$ cat src/rtl/cpu_pkg.sv
// Shared encodings for the multicycle controller: opcodes, FSM states, instruction classes.
// Pure declarations; no logic, no latency, no flow control.
package cpu_pkg;

  localparam logic [6:0] OPC_LW   = 7'd3;
  localparam logic [6:0] OPC_ADDI = 7'd19;
  localparam logic [6:0] OPC_SW   = 7'd35;
  localparam logic [6:0] OPC_ADD  = 7'd51;
  localparam logic [6:0] OPC_BNE  = 7'd99;

  localparam logic [1:0] IMM_I = 2'b00;
  localparam logic [1:0] IMM_S = 2'b01;
  localparam logic [1:0] IMM_B = 2'b10;

  localparam logic ALU_ADD = 1'b0;
  localparam logic ALU_SUB = 1'b1;

  typedef enum logic [2:0] {
    S_FETCH,
    S_DECODE,
    S_EXEC,
    S_MEM,
    S_WB,
    S_HALT
  } state_t;

  typedef enum logic [2:0] {
    CLS_ALU_I,
    CLS_ALU_R,
    CLS_LOAD,
    CLS_STORE,
    CLS_BRANCH,
    CLS_ILLEGAL
  } op_class_t;

endpackage

$ cat src/rtl/op_decoder.sv
// Combinational opcode classifier; zero latency, no flow control.
module op_decoder
  import cpu_pkg::*;
#(
  parameter int OP_WIDTH = 7
) (
  input  logic [OP_WIDTH-1:0] opcode,
  output op_class_t           op_class
);

  logic [31:0] op_ext;

  // Widen to 32 bits so any OP_WIDTH compares against the 7-bit constants with upper bits zero.
  always_comb begin
    op_ext   = 32'(opcode);
    op_class = CLS_ILLEGAL;
    if      (op_ext == 32'(OPC_ADDI)) op_class = CLS_ALU_I;
    else if (op_ext == 32'(OPC_ADD))  op_class = CLS_ALU_R;
    else if (op_ext == 32'(OPC_LW))   op_class = CLS_LOAD;
    else if (op_ext == 32'(OPC_SW))   op_class = CLS_STORE;
    else if (op_ext == 32'(OPC_BNE))  op_class = CLS_BRANCH;
  end

endmodule

$ cat src/rtl/multicycle_ctrl.sv
// Multicycle CPU control FSM: bne 3 cycles, addi/add/sw 4, lw 5 with same-cycle acks.
// FETCH and MEM hold their request until the matching ack; strobes are forced low during reset.
module multicycle_ctrl
  import cpu_pkg::*;
#(
  parameter int OP_WIDTH = 7
) (
  input  logic                clk,
  input  logic                rst_n,
  input  logic [OP_WIDTH-1:0] opcode,
  input  logic                EQ,
  input  logic                imem_ack,
  input  logic                dmem_ack,
  output logic                imem_req,
  output logic                dmem_req,
  output logic                dmem_we,
  output logic                ir_we,
  output logic                pc_we,
  output logic                pc_src,
  output logic                reg_we,
  output logic                alu_src,
  output logic                alu_ctrl,
  output logic [1:0]          imm_src,
  output logic                wb_sel,
  output logic                illegal,
  output logic [31:0]         retire_cnt
);

  state_t    state, state_nxt;
  op_class_t dec_cls, cls_q;
  logic      set_illegal;
  logic      retire_inc;
  logic [31:0] retire_q;

  op_decoder #(.OP_WIDTH(OP_WIDTH)) u_dec (
    .opcode   (opcode),
    .op_class (dec_cls)
  );

  // Class is captured in DECODE so later states do not depend on the IR staying stable.
  always_ff @(posedge clk or negedge rst_n) begin
    if (!rst_n) begin
      state    <= S_FETCH;
      cls_q    <= CLS_ALU_I;
      illegal  <= 1'b0;
      retire_q <= 32'd0;
    end else begin
      state <= state_nxt;
      if (state == S_DECODE) cls_q <= dec_cls;
      if (set_illegal) illegal <= 1'b1;
      if (retire_inc) retire_q <= retire_q + 32'd1;
    end
  end

  assign retire_cnt = retire_q;

  always_comb begin
    state_nxt   = state;
    set_illegal = 1'b0;
    imem_req    = 1'b0;
    dmem_req    = 1'b0;
    dmem_we     = 1'b0;
    ir_we       = 1'b0;
    pc_we       = 1'b0;
    pc_src      = 1'b0;
    reg_we      = 1'b0;
    alu_src     = 1'b0;
    alu_ctrl    = ALU_ADD;
    imm_src     = IMM_I;
    wb_sel      = 1'b0;

    case (state)
      S_FETCH: begin
        imem_req = 1'b1;
        if (imem_ack) begin
          ir_we     = 1'b1;
          pc_we     = 1'b1;
          state_nxt = S_DECODE;
        end
      end
      S_DECODE: begin
        if (dec_cls == CLS_ILLEGAL) begin
          set_illegal = 1'b1;
          state_nxt   = S_HALT;
        end else begin
          state_nxt = S_EXEC;
        end
      end
      S_EXEC: begin
        case (cls_q)
          CLS_ALU_I: begin
            alu_src   = 1'b1;
            state_nxt = S_WB;
          end
          CLS_ALU_R: state_nxt = S_WB;
          CLS_LOAD: begin
            alu_src   = 1'b1;
            state_nxt = S_MEM;
          end
          CLS_STORE: begin
            alu_src   = 1'b1;
            imm_src   = IMM_S;
            state_nxt = S_MEM;
          end
          CLS_BRANCH: begin
            alu_ctrl  = ALU_SUB;
            imm_src   = IMM_B;
            pc_we     = ~EQ;
            pc_src    = ~EQ;
            state_nxt = S_FETCH;
          end
          default: state_nxt = S_HALT;
        endcase
      end
      S_MEM: begin
        dmem_req = 1'b1;
        dmem_we  = (cls_q == CLS_STORE);
        if (dmem_ack) state_nxt = (cls_q == CLS_STORE) ? S_FETCH : S_WB;
      end
      S_WB: begin
        reg_we    = 1'b1;
        wb_sel    = (cls_q == CLS_LOAD);
        state_nxt = S_FETCH;
      end
      default: state_nxt = S_HALT;
    endcase

    retire_inc = (state == S_EXEC || state == S_MEM || state == S_WB) && (state_nxt == S_FETCH);

    // Reset gates strobes immediately so an in-flight access drops without waiting for a clock.
    if (!rst_n) begin
      imem_req = 1'b0;
      dmem_req = 1'b0;
      dmem_we  = 1'b0;
      ir_we    = 1'b0;
      pc_we    = 1'b0;
      pc_src   = 1'b0;
      reg_we   = 1'b0;
      alu_src  = 1'b0;
      alu_ctrl = 1'b0;
      imm_src  = 2'b00;
      wb_sel   = 1'b0;
    end
  end

endmodule

$ cat config.mk
export PLATFORM = sky130hd
export DESIGN_NAME = multicycle_ctrl
export DESIGN_NICKNAME = d
export VERILOG_FILES = /design/src/rtl/cpu_pkg.sv /design/src/rtl/op_decoder.sv /design/src/rtl/multicycle_ctrl.sv
export SDC_FILE = /design/constraint.sdc
export NUM_CORES = 1
export LEC_CHECK = 0
export BUFFER_PORTS_ARGS = -buffer_cell sky130_fd_sc_hd__buf_2
export CAP_MARGIN = 30
export CELL_PAD_IN_SITES_DETAIL_PLACEMENT = 0
export CELL_PAD_IN_SITES_GLOBAL_PLACEMENT = 1
export CORE_MARGIN = 3
export CORE_UTILIZATION = 43
export DETAILED_ROUTE_END_ITERATION = 6
export PLACE_DENSITY_LB_ADDON = 0.15
export SLEW_MARGIN = 20
export SYNTH_ARGS = -nofsm -noshare
export SYNTH_HDL_FRONTEND = slang
export SYNTH_HIERARCHICAL = 1
export SYNTH_SLANG_ARGS = --single-unit
$ cat constraint.sdc
create_clock -name clk -period 2.8 [get_ports clk]
set_input_delay 0.28 -clock clk [delete_from_list [all_inputs] [get_ports clk]]
set_output_delay 0.28 -clock clk [all_outputs]
set_load 0.02 [all_outputs]
; After elaboration in Yosys (flattened, before gate mapping)
; Index checks and enable logic that the tools add are counted.
[totals]
register_bits = 39
elab_cells = 69
output_inout_bits = 45
[classes]
muxes = 40
n_reduce_logical = 9
bitwise_logic = 1
n_eq_ne = 14
addsub = 1
[op_table]
columns = op, n
row1 = "32-bit by 1-bit adder with 32-bit output, second input constant", 1
row2 = 1-bit two-way mux, 26
row3 = 3-bit two-way mux, 8
row4 = 3-bit case mux with 5 select lines, 1
row5 = "7-bit by 6-bit equality test with 1-bit output, second input constant", 2
row6 = "3-bit by 2-bit equality test with 1-bit output, second input constant", 4
row7 = "3-bit equality test, second input constant", 3
row8 = 3-bit zero test, 3
row9 = 3-bit case mux with 3 select lines, 1
row10 = "7-bit by 2-bit equality test with 1-bit output, second input constant", 1
row11 = "7-bit by 5-bit equality test with 1-bit output, second input constant", 1
row12 = "7-bit equality test, second input constant", 1
row13 = "3-bit by 1-bit equality test with 1-bit output, second input constant", 2
row14 = 2-bit two-way mux, 2
row15 = 2-bit case mux with 2 select lines, 1
row16 = 2-bit OR reduction, 2
row17 = 3-bit OR reduction, 1
row18 = 1-bit logical OR, 2
row19 = 1-bit case mux with 2 select lines, 1
row20 = 1-bit logical AND, 1
row21 = 1-bit NOT, 1

; Depth between registers and ports, before layout
; Gate-level depths: netlist (run 1).
[depth]
depth_word = 11
mapped_depth = 7
mapped_depth_nobuf = 6

; Hierarchy
; Netlist (run 1), hierarchy kept.
[modules_own_cells]
columns = module, seq_area_each_um2, n_inst, cells_each, area_each_um2
row1 = multicycle_ctrl, 975.9, 1, 214, 2192.1
row2 = op_decoder, 0.0, 1, 6, 42.5

; Worst setup path before layout (run 1)
; No wires, ideal clock.
[synth_timing]
kind = reg2out
start = register state[1]
end = output port wb_sel
t_arrival_ps = 1571
path_stages_with_launch = 5
setup_slack_ps = 949
path_buffers = 1
path_cell_list = dfrtp_1 -> buf_2 -> nor2_1 -> and3_1 -> nor3b_1
[synth_between]
elab_chain_len = 3
[synth_rtl]
columns = item, line
row1 = "start, declared", multicycle_ctrl.sv:29  ; state_t state, state_nxt;
row2 = "start signal, assigned", multicycle_ctrl.sv:48  ; state <= state_nxt;
row3 = 3-bit equality test, multicycle_ctrl.sv:72  ; case (state)
row4 = 1-bit two-way mux, multicycle_ctrl.sv:72
row5 = 1-bit two-way mux, multicycle_ctrl.sv:131  ; if (!rst_n) begin
row6 = "end, declared", multicycle_ctrl.sv:24  ; output logic wb_sel,
; No other way between the ends.

; Worst setup path after layout (run 1)
[layout_timing]
start = register state[0]
end = register retire_q[24] (netlist: retire_cnt[24])
[layout_between]
elab_chain_len = 4
word_cells_on_any_way = 12
cone_classes = eq/ne (4) / mux (3) / reduce/logical (5)
[layout_rtl]
columns = item, line
row1 = "3-bit equality test, or another cell as far along", "multicycle_ctrl.sv:72, multicycle_ctrl.sv:128"
row2 = 3-bit case mux with 5 select lines or 1-bit logical OR (tied branches), "multicycle_ctrl.sv:72, multicycle_ctrl.sv:128"
row3 = 3-bit zero test or 1-bit logical OR (tied branches), multicycle_ctrl.sv:128  ; retire_inc = (state == S_EXEC || state == S_MEM || state == S_WB) && (state_nxt == S_FETCH);
row4 = 1-bit logical AND (*), multicycle_ctrl.sv:128
row5 = "end signal, assigned", multicycle_ctrl.sv:51  ; if (retire_inc) retire_q <= retire_q + 32'd1;
row6 = "end, declared", multicycle_ctrl.sv:33  ; logic [31:0] retire_q;
; Mark *: on every way between the ends. The rest lies on a longest branch, timed or not.
; A chain may end at the register's enable or synchronous reset.

==> impl_summary.txt, run 1 <==
----------------------------------------------------
[Status]
  Outcome ... completed

[Logic synthesis]
  Per-instance average area after synthesis ... 10.16 µm²
  Most area-consuming cells after synthesis ... sky130_fd_sc_hd__dfrtp_1, sky130_fd_sc_hd__xor2_1, sky130_fd_sc_hd__xnor2_1
  Portion of synthesized cell area occupied by the leading cell type ... 43.67%
  Count of distinct cell types in the synthesized netlist ... 49
  Netlist area before placement ... 2235 µm²
  Flip-flop and latch count after synthesis ... 39
  Portion of the post-synthesis area used by sequential elements ... 43.67%
  Asr flop ratio synth ... 100.0%
  Number of synthesized flops with an enable pin ... 0
  Total nets after synthesis ... 233
  Main synth FF type ... sky130_fd_sc_hd__dfrtp_1
  Yosys warns ... 6
  Synthesized instance count ... 220
  Most area-hungry cell type in the Yosys netlist ... sky130_fd_sc_hd__dfrtp_1

[Floorplan]
  Initial Utilization ... 45.79%
  Horiz. Die Dim ... 78.09 µm
  Count of boundary I/O pins ... 57
  Number of standard-cell rows in the floorplan ... 25
  Floorplan Core Area ... 4880 µm²
  Vert. Die Dim ... 78.09 µm
  Die Footprint ... 6098 µm²

[Timing]
  Number of slew-limit violations in the final report ... 0
  Fin. Hold Viols ... 0
  Total negative setup slack ... 0 ns
  Time the worst path needs with I/O delays and setup ... 2.249 ns
  Fmax ... 444.5 MHz
  Final setup violation count ... 0
  Worst slew margin ... 47.19%
  Setup Skew ... 0.008004 ns
  Tightest Pin Transition ... 0.7922 ns
  Share of the clock period used by the worst path ... 80.34%
  RSZ-0062 raised after global routing ... false

[Clock network]
  Post-cts repair resize count ... 0
  Total clock buffers created by CTS ... 5
  TritonCTS sink count ... 39
  Count of buffers added by post-CTS timing repair for setup ... 0
  CTS HTree Levels ... 2
  Root buffer selected by CTS ... sky130_fd_sc_hd__clkbuf_8
  Clock Path Buffers ... 2
  Clock network latency to the later pin of the worst-skew pair ... 0.30 ns
  Worst-path clk slew ... 0.08 ns
  CTS tree ... done
  Hold-fix buffers, CTS ... 0

[GRT]
  Congestion Overflow GR ... 0
  Antenna violations before repair ... 0
  Global-route wire length before repair ... 8369 µm
  Vias in the first global route ... 1707
  Maximum number of pins on one net before global-route repair ... 41
  Global-route usage over all layers ... 17.27%

[Drt]
  Vias ... 1804
  Detailed-route DRC error count ... 0
  Number of detailed-routing iterations run before antenna repair ... 4
  DRT Wirelength ... 4968 µm
  Number of DRC markers in iteration 0 ... 134
  Per-cell routed wire length ... 14.48 µm
  Detail-routed via count per cell ... 5.259
  Antenna-violating nets left ... 0

[Worst setup path]
  Required time at the endpoint of the critical path ... 3.03 ns
  CP max FO ... 11
  Critical path class ... reg -> reg
  Setup crit end kind ... flop
  Nature of the critical path startpoint ... flop
  Arrival time at the worst endpoint ... 2.48 ns

[Finish]
  Area added between synthesis and finish ... 18.70%
  Leading cell type in the layout, fill and taps excluded ... sky130_fd_sc_hd__buf_2
  Layout net count ... 288
  Count of non-filler cells in the finished layout ... 343
  Share of layout cells above drive strength 1 ... 31.16%
  Top library cells by usage in the layout, fill and taps aside ... sky130_fd_sc_hd__buf_2, sky130_fd_sc_hd__dfrtp_1, sky130_fd_sc_hd__xor2_1
  Antenna diode instance count ... 0
  Layout fillers ... 483

[Placed design]
  Number of port buffers ... 56
  Detail Placement HPWL ... 3623 µm
  Placer's final routability congestion estimate ... 0.8234
  Post-Place Cells ... 335

[Flow run]
  Max-cap violations ... 0

[Power and ir drop]
  PD cells ... 533.6 nW/µm²
  Static power due to leakage ... 1.284 nW
  Maximum vdd ir drop ... 0.2760 mV

[Hold path]
  Class of the worst hold path ... in -> async

----------------------------------------------------
[worst max-delay path: stages, from the launching register on]
cell and delay [ns]:
sky130_fd_sc_hd__dfrtp_1 0.53, sky130_fd_sc_hd__inv_1 0.21, sky130_fd_sc_hd__nand3_1 0.15, sky130_fd_sc_hd__nand4_1 0.57, sky130_fd_sc_hd__nor4_1 0.56, sky130_fd_sc_hd__xor2_1 0.17
[state kept, by name, indices dropped and copies added (netlist names)]
signal,cells
cls_q,3
illegal,1
retire_cnt,32
state,3
[final cells by class]
cell class | count | area, µm² | share of cell area [%]
Inverter | 10 | 37.54 | 1.415
Clock buffer | 7 | 86.33 | 3.255
Clock inverter | 1 | 8.758 | 0.3302
Sequential cell | 39 | 975.9 | 36.79
Timing Repair Buffer | 57 | 287.8 | 10.85
Multi-Input combinational cell | 162 | 1172 | 44.20
Tap cell | 67 | 83.83 | 3.160
[synth_stat cells, types with 2 or more instances]
library cell and instances:
sky130_fd_sc_hd__o21bai_1 3, sky130_fd_sc_hd__nor2_1 14, sky130_fd_sc_hd__nand3_1 14, sky130_fd_sc_hd__nand4_1 14, sky130_fd_sc_hd__and3_1 6, sky130_fd_sc_hd__dfrtp_1 39, sky130_fd_sc_hd__nor4_2 4, sky130_fd_sc_hd__buf_2 6
sky130_fd_sc_hd__nor3_1 15, sky130_fd_sc_hd__o211ai_1 2, sky130_fd_sc_hd__mux2_2 3, sky130_fd_sc_hd__nor4_1 3, sky130_fd_sc_hd__and2_1 3, sky130_fd_sc_hd__nor4_4 3, sky130_fd_sc_hd__inv_1 10, sky130_fd_sc_hd__nand2_1 14
sky130_fd_sc_hd__nor2b_1 3, sky130_fd_sc_hd__xor2_1 20, sky130_fd_sc_hd__xnor2_1 11, sky130_fd_sc_hd__nor3b_1 2, sky130_fd_sc_hd__nand3b_1 3
[worst paths after layout]
check                                from        endpoint  slack (ns)  depth (start not counted)
min in group clk                 dmem_ack        state[1]        0.39                          4
min                                 rst_n  retire_cnt[22]        0.04                          2
max in group asynchronous           rst_n        state[2]        2.39                          2
max                              state[0]  retire_cnt[24]        0.55                          5
max reg2reg                      state[0]  retire_cnt[24]        0.55                          5
min reg2reg                retire_cnt[31]  retire_cnt[31]        0.47                          1
[power breakdown]
part	internal [W]	switching [W]
Clock	0.000202	0.000198
Combinational	0.000113	0.000221
Sequential	0.000606	0.0000755
[layer usage]
| metal | up-vias | global-route usage, % | share of wire (%) |
|---|---|---|---|
| met4 | 0 | 4.196 | 0.81 |
| met5 | - | 0 | 0 |
| met1 | 850 | 25.33 | 48 |
| met2 | 57 | 25.60 | 45 |
| li1 | 893 | - | - |
| met3 | 4 | 4.358 | 5.9 |
[stage by stage]
stage / hold slack [ns] / power (W) / util (%) / setup slack, ns / instance area [µm²]
after floorplan: -0.01559 / 0.0009305 / - / 0.9493 / 2235
after global placement: 0.3849 / 0.001028 / 52.41 / 0.5956 / 2557
after detailed placement: 0.3907 / 0.001032 / 52.41 / 0.5901 / 2557
after CTS: 0.06521 / 0.001437 / 54.36 / 0.5715 / 2653
after global routing: 0.08763 / 0.001508 / 54.36 / 0.3768 / 2653
final: 0.04218 / 0.001415 / 54.36 / 0.5505 / 2653
[kinds of logic after synthesis]
logic type | after synthesis | synth area share [%]
AOI/OAI and AO/OA | 13 | 4.535
and+or+nand+nor | 114 | 33.71
DFF | 39 | 43.67
adders and majority gates | 1 | 0.5598
buffers and inverters | 19 | 3.863
xor gates and xnor gates | 31 | 12.15
muxes | 3 | 1.512
No activity file was read; power rests on OpenSTA's default activity.
==> inputs of run 2 (changes only) <==
ABC_AREA = 1   (was default)
CORE_UTILIZATION = 38   (was 43)
clock period = 2.3 ns   (was 2.8 ns; I/O delays follow)
==> run 2 against run 1 <==
Setup slack lost 0.15 ns. Cell count increased by 72%. Global-route usage increased by 2.3 points. Clock skew rose by 0.0047 ns. First-iteration DRC count decreased by 3.7%. Register-to-register slack got worse by 0.13 ns. Sequential share of layout area down 6.6 points.
==> impl_summary.txt, run 2 <==
----------------------------------------------------
[Placed design]
  Placer's final routability congestion estimate ... 0.8282 (was 0.8234)
  Number of port buffers ... 56 (unchanged)
  Detail Placement HPWL ... 5846 µm (was 3623 µm)

[Power and ir drop]
  Clock network power share ... 39.5% (was 28.3%)
  Sum of internal, switching and leakage power ... 0.001197 W (was 0.001415 W)
  Maximum vdd ir drop ... 0.1662 mV (was 0.2760 mV)
  Static power due to leakage ... 1.680 nW (was 1.284 nW)
  PD cells ... 370.3 nW/µm² (was 533.6 nW/µm²)
  Fraction of power consumed by combinational cells ... 3.2% (was 23.6%)
  Share of power burned in registers ... 57.3% (was 48.1%)
  Internal Pwr Total ... 0.0009107 W (was 0.0009208 W)
  Switch share ... 23.94% (was 34.95%)
  Switching Power ... 0.0002867 W (was 0.0004946 W)

[Flow run]
  Max-cap violations ... 0 (unchanged)

[Finish]
  Max reg flops ... 32 (unchanged)
  Layout net count ... 505 (was 288)
  Share of layout cells above drive strength 1 ... 17.44% (was 31.16%)
  Top library cells by usage in the layout, fill and taps aside ... sky130_fd_sc_hd__nand2_1, sky130_fd_sc_hd__nor2_1, sky130_fd_sc_hd__buf_2 (was sky130_fd_sc_hd__buf_2, sky130_fd_sc_hd__dfrtp_1, sky130_fd_sc_hd__xor2_1)
  Area added between synthesis and finish ... 16.87% (was 18.70%)
  Leading cell type in the layout, fill and taps excluded ... sky130_fd_sc_hd__nand2_1 (was sky130_fd_sc_hd__buf_2)
  Antenna diode instance count ... 0 (unchanged)

[GRT]
  Vias in the first global route ... 2660 (was 1707)
  Global-route usage over all layers ... 19.57% (was 17.27%)
  Antenna violations before repair ... 0 (unchanged)
  Congestion Overflow GR ... 0 (unchanged)
  Global-route wire length before repair ... 13190 µm (was 8369 µm)
  Maximum number of pins on one net before global-route repair ... 36 (was 41)

[Logic synthesis]
  Number of synthesized flops with an enable pin ... 0 (unchanged)
  Per-instance average area after synthesis ... 6.389 µm² (was 10.16 µm²)
  Top cells by count, synth ... sky130_fd_sc_hd__nand2_1, sky130_fd_sc_hd__nor2_1, sky130_fd_sc_hd__nand3_1 (was sky130_fd_sc_hd__dfrtp_1, sky130_fd_sc_hd__xor2_1, sky130_fd_sc_hd__nor3_1)
  Synthesized instance count ... 433 (was 220)
  Asr flop ratio synth ... 100.0% (unchanged)
  Flip-flop and latch count after synthesis ... 39 (unchanged)
  Total nets after synthesis ... 446 (was 233)
  Main synth FF type ... sky130_fd_sc_hd__dfrtp_1 (unchanged)
  Netlist area before placement ... 2766 µm² (was 2235 µm²)
  Most area-hungry cell type in the Yosys netlist ... sky130_fd_sc_hd__dfrtp_1 (unchanged)
  Cell with the most instances after synthesis ... sky130_fd_sc_hd__nand2_1 (was sky130_fd_sc_hd__dfrtp_1)
  Portion of synthesized cell area occupied by the leading cell type ... 35.28% (was 43.67%)
  Count of distinct cell types in the synthesized netlist ... 26 (was 49)
  Most area-consuming cells after synthesis ... sky130_fd_sc_hd__dfrtp_1, sky130_fd_sc_hd__nand2_1, sky130_fd_sc_hd__nor2_1 (was sky130_fd_sc_hd__dfrtp_1, sky130_fd_sc_hd__xor2_1, sky130_fd_sc_hd__xnor2_1)
  Portion of the post-synthesis area used by sequential elements ... 35.28% (was 43.67%)
  Yosys warns ... 6 (unchanged)

[Worst setup path]
  R2r setup slk ... 0.42 ns (was 0.55 ns)
  Reg-to-Reg Start ... retire_cnt[0] (was state[0])
  Stage delay of the slowest cell on the critical path ... 0.43 ns (was 0.57 ns)
  CP max stage cell ... sky130_fd_sc_hd__dfrtp_1 (was sky130_fd_sc_hd__nand4_1)
  Reg2reg end ... retire_cnt[24] (unchanged)
  Nature of the critical path startpoint ... flop (unchanged)
  CP max FO ... 7 (was 11)
  Critical path class ... reg -> out (was reg -> reg)
  Kind of cell adding the most delay to the critical path ... flip-flops (was simple AND/OR/NAND/NOR gates)
  Cells along the critical path ... inv_2 > nand2_1 > nor2_1 > nand2_1 > a211oi_1 > buf_2 (was inv_1 > nand3_1 > nand4_1 > nor4_1 > xor2_1)
  Worst Reg2Reg Path Length in Cells ... 10 (was 5)
  Most Frequent Cell on Critical Path ... sky130_fd_sc_hd__nand2_1
  Required time at the endpoint of the critical path ... 2.07 ns (was 3.03 ns)
  Setup crit end kind ... primary output (was flop)
  Count of buffering cells on the critical path with inverters included ... 2 (was 1)
  Arrival time at the worst endpoint ... 1.67 ns (was 2.48 ns)

[Drt]
  Detail-routed via count per cell ... 4.902 (was 5.259)
  Number of detailed-routing iterations run before antenna repair ... 4 (unchanged)
  Detailed-route DRC error count ... 0 (unchanged)
  Per-cell routed wire length ... 13.17 µm (was 14.48 µm)
  Number of DRC markers in iteration 0 ... 129 (was 134)
  Vias ... 2887 (was 1804)
  Antenna-violating nets left ... 0 (unchanged)
  DRT Wirelength ... 7756 µm (was 4968 µm)

[Hold path]
  Min-delay src ... opcode[4]
  Worst Hold Path EP ... cls_q[1]
  Depth of the worst hold-timing path ... 4
  Class of the worst hold path ... in -> reg (was in -> async)

[Timing]
  Fmax ... 527.4 MHz
  Setup Skew ... 0.01275 ns (was 0.008004 ns)
  Total negative setup slack ... 0 ns (unchanged)
  Fin. Hold Viols ... 0 (unchanged)
  RSZ-0062 raised after global routing ... false (unchanged)
  Number of slew-limit violations in the final report ... 0 (unchanged)
  Worst slew margin ... 67.24% (was 47.19%)
  Final setup violation count ... 0 (unchanged)
  Tightest Pin Transition ... 0.4896 ns (was 0.7922 ns)
  Time the worst path needs with I/O delays and setup ... 1.896 ns
  Share of the clock period used by the worst path ... 82.43%

[Clock network]
  Post-cts repair resize count ... 0 (unchanged)
  Clock Path Buffers ... 2 (unchanged)
  CTS HTree Levels ... 2 (unchanged)
  Clock network latency to the later pin of the worst-skew pair ... 0.30 ns (about the same)
  Worst-path clk slew ... 0.07 ns (was 0.08 ns)
  Root buffer selected by CTS ... sky130_fd_sc_hd__clkbuf_8 (unchanged)
  Total clock buffers created by CTS ... 5 (unchanged)
  CTS tree ... done (unchanged)
  Hold-fix buffers, CTS ... 1 (was 0)
  TritonCTS sink count ... 39 (unchanged)
  Count of buffers added by post-CTS timing repair for setup ... 0 (unchanged)

[Status]
  Outcome ... completed (unchanged)

[Floorplan]
  Vert. Die Dim ... 91.32 µm (was 78.09 µm)
  Count of boundary I/O pins ... 57 (unchanged)
  Floorplan Core Area ... 6944 µm² (was 4880 µm²)
  Horiz. Die Dim ... 91.32 µm (was 78.09 µm)
  Die Footprint ... 8339 µm² (was 6098 µm²)
  Number of standard-cell rows in the floorplan ... 30 (was 25)
  Initial Utilization ... 39.84% (was 45.79%)

----------------------------------------------------
==> run 2: changes by cell type after synthesis, moves of 13 or more <==
cell / previous run / this run
sky130_fd_sc_hd__nor2_1: 14 / 74
sky130_fd_sc_hd__nand2_1: 14 / 188
sky130_fd_sc_hd__nand4_1: 14 / 1
sky130_fd_sc_hd__nand3_1: 14 / 40
sky130_fd_sc_hd__inv_1: 10 / 23
==> run 2: worst reg2reg max path, stage by stage, from the launching register on <==
cell,delay (ns)
sky130_fd_sc_hd__dfrtp_1,0.46
sky130_fd_sc_hd__ha_1,0.31
sky130_fd_sc_hd__inv_1,0.09
sky130_fd_sc_hd__nor2_1,0.31
sky130_fd_sc_hd__nand2_1,0.18
sky130_fd_sc_hd__inv_1,0.13
sky130_fd_sc_hd__nand2_1,0.07
sky130_fd_sc_hd__nand2_1,0.06
sky130_fd_sc_hd__nand2_1,0.05
sky130_fd_sc_hd__nand3_1,0.06
sky130_fd_sc_hd__nand2_1,0.05
==> run 2: final cells by class <==
| type | instances | area (µm²) |
|---|---|---|
| sequential | 39 | 975.9 |
| tap | 96 | 120.1 |
| multi-input combinational | 358 | 1618 |
| clock buffer | 6 | 72.57 |
| fill | 766 | 3711 |
| clock inverter | 2 | 12.51 |
| inverter | 27 | 101.3 |
| timing repair buffer | 61 | 332.8 |
==> run 2: cells by family (layout without fill, tap and decap cells) <==
family	Yosys count	after routing	synth area share (%)
buffers and inverters	36	96	6.241
adder cells (fa/ha/maj)	1	1	0.4522
XOR/XNOR	13	13	4.116
flip-flops	39	39	35.28
AND/OR/NAND/NOR	337	337	52.42
AO/OA/AOI/OAI	7	7	1.493
==> run 2: power by group through the flow <==
stage           logic (W)  registers (W)  clock network [W]
3_5_place_dp    0.0000391       0.000700                  0
5_1_grt         0.0000455       0.000686           0.000520
3_3_place_gp    0.0000380       0.000700                  0
4_1_cts         0.0000404       0.000686           0.000490
2_1_floorplan  0.00000832       0.000701                  0
6_report        0.0000386       0.000686           0.000473
==> run 2: stage by stage <==
stage,cell area (µm²),utilization [%],instances,hold WS (ns),worst slack [ns]
finish,3233,46.56,589,0.2517,0.4040
global route,3233,46.56,589,0.3030,0.1894
CTS,3233,46.56,589,0.2460,0.3604
detailed placement,3138,45.19,580,0.06995,0.3695
global placement,3138,45.19,580,0.06638,0.4123
floorplan,2766,-,433,-0.06559,0.5860
==> run 2: how the worst max path moves through the flow <==
stage                             start  cells past startpoint             end  slack (ns)
after floorplan           retire_cnt[0]                     10  retire_cnt[28]        0.59
after global placement        opcode[5]                     13  retire_cnt[19]        0.41
after detailed placement      opcode[5]                     13  retire_cnt[20]        0.37
after CTS                      state[2]                      6         alu_src        0.36
after global routing      retire_cnt[0]                     10  retire_cnt[24]        0.19
final                          state[2]                      6         alu_src        0.40
==> run 2: per-layer routing <==
layer	GRT usage, %	wire, µm
met5	0	0
met1	27.62	3732
met2	30.78	3514
met4	6.030	146
met3	2.900	363
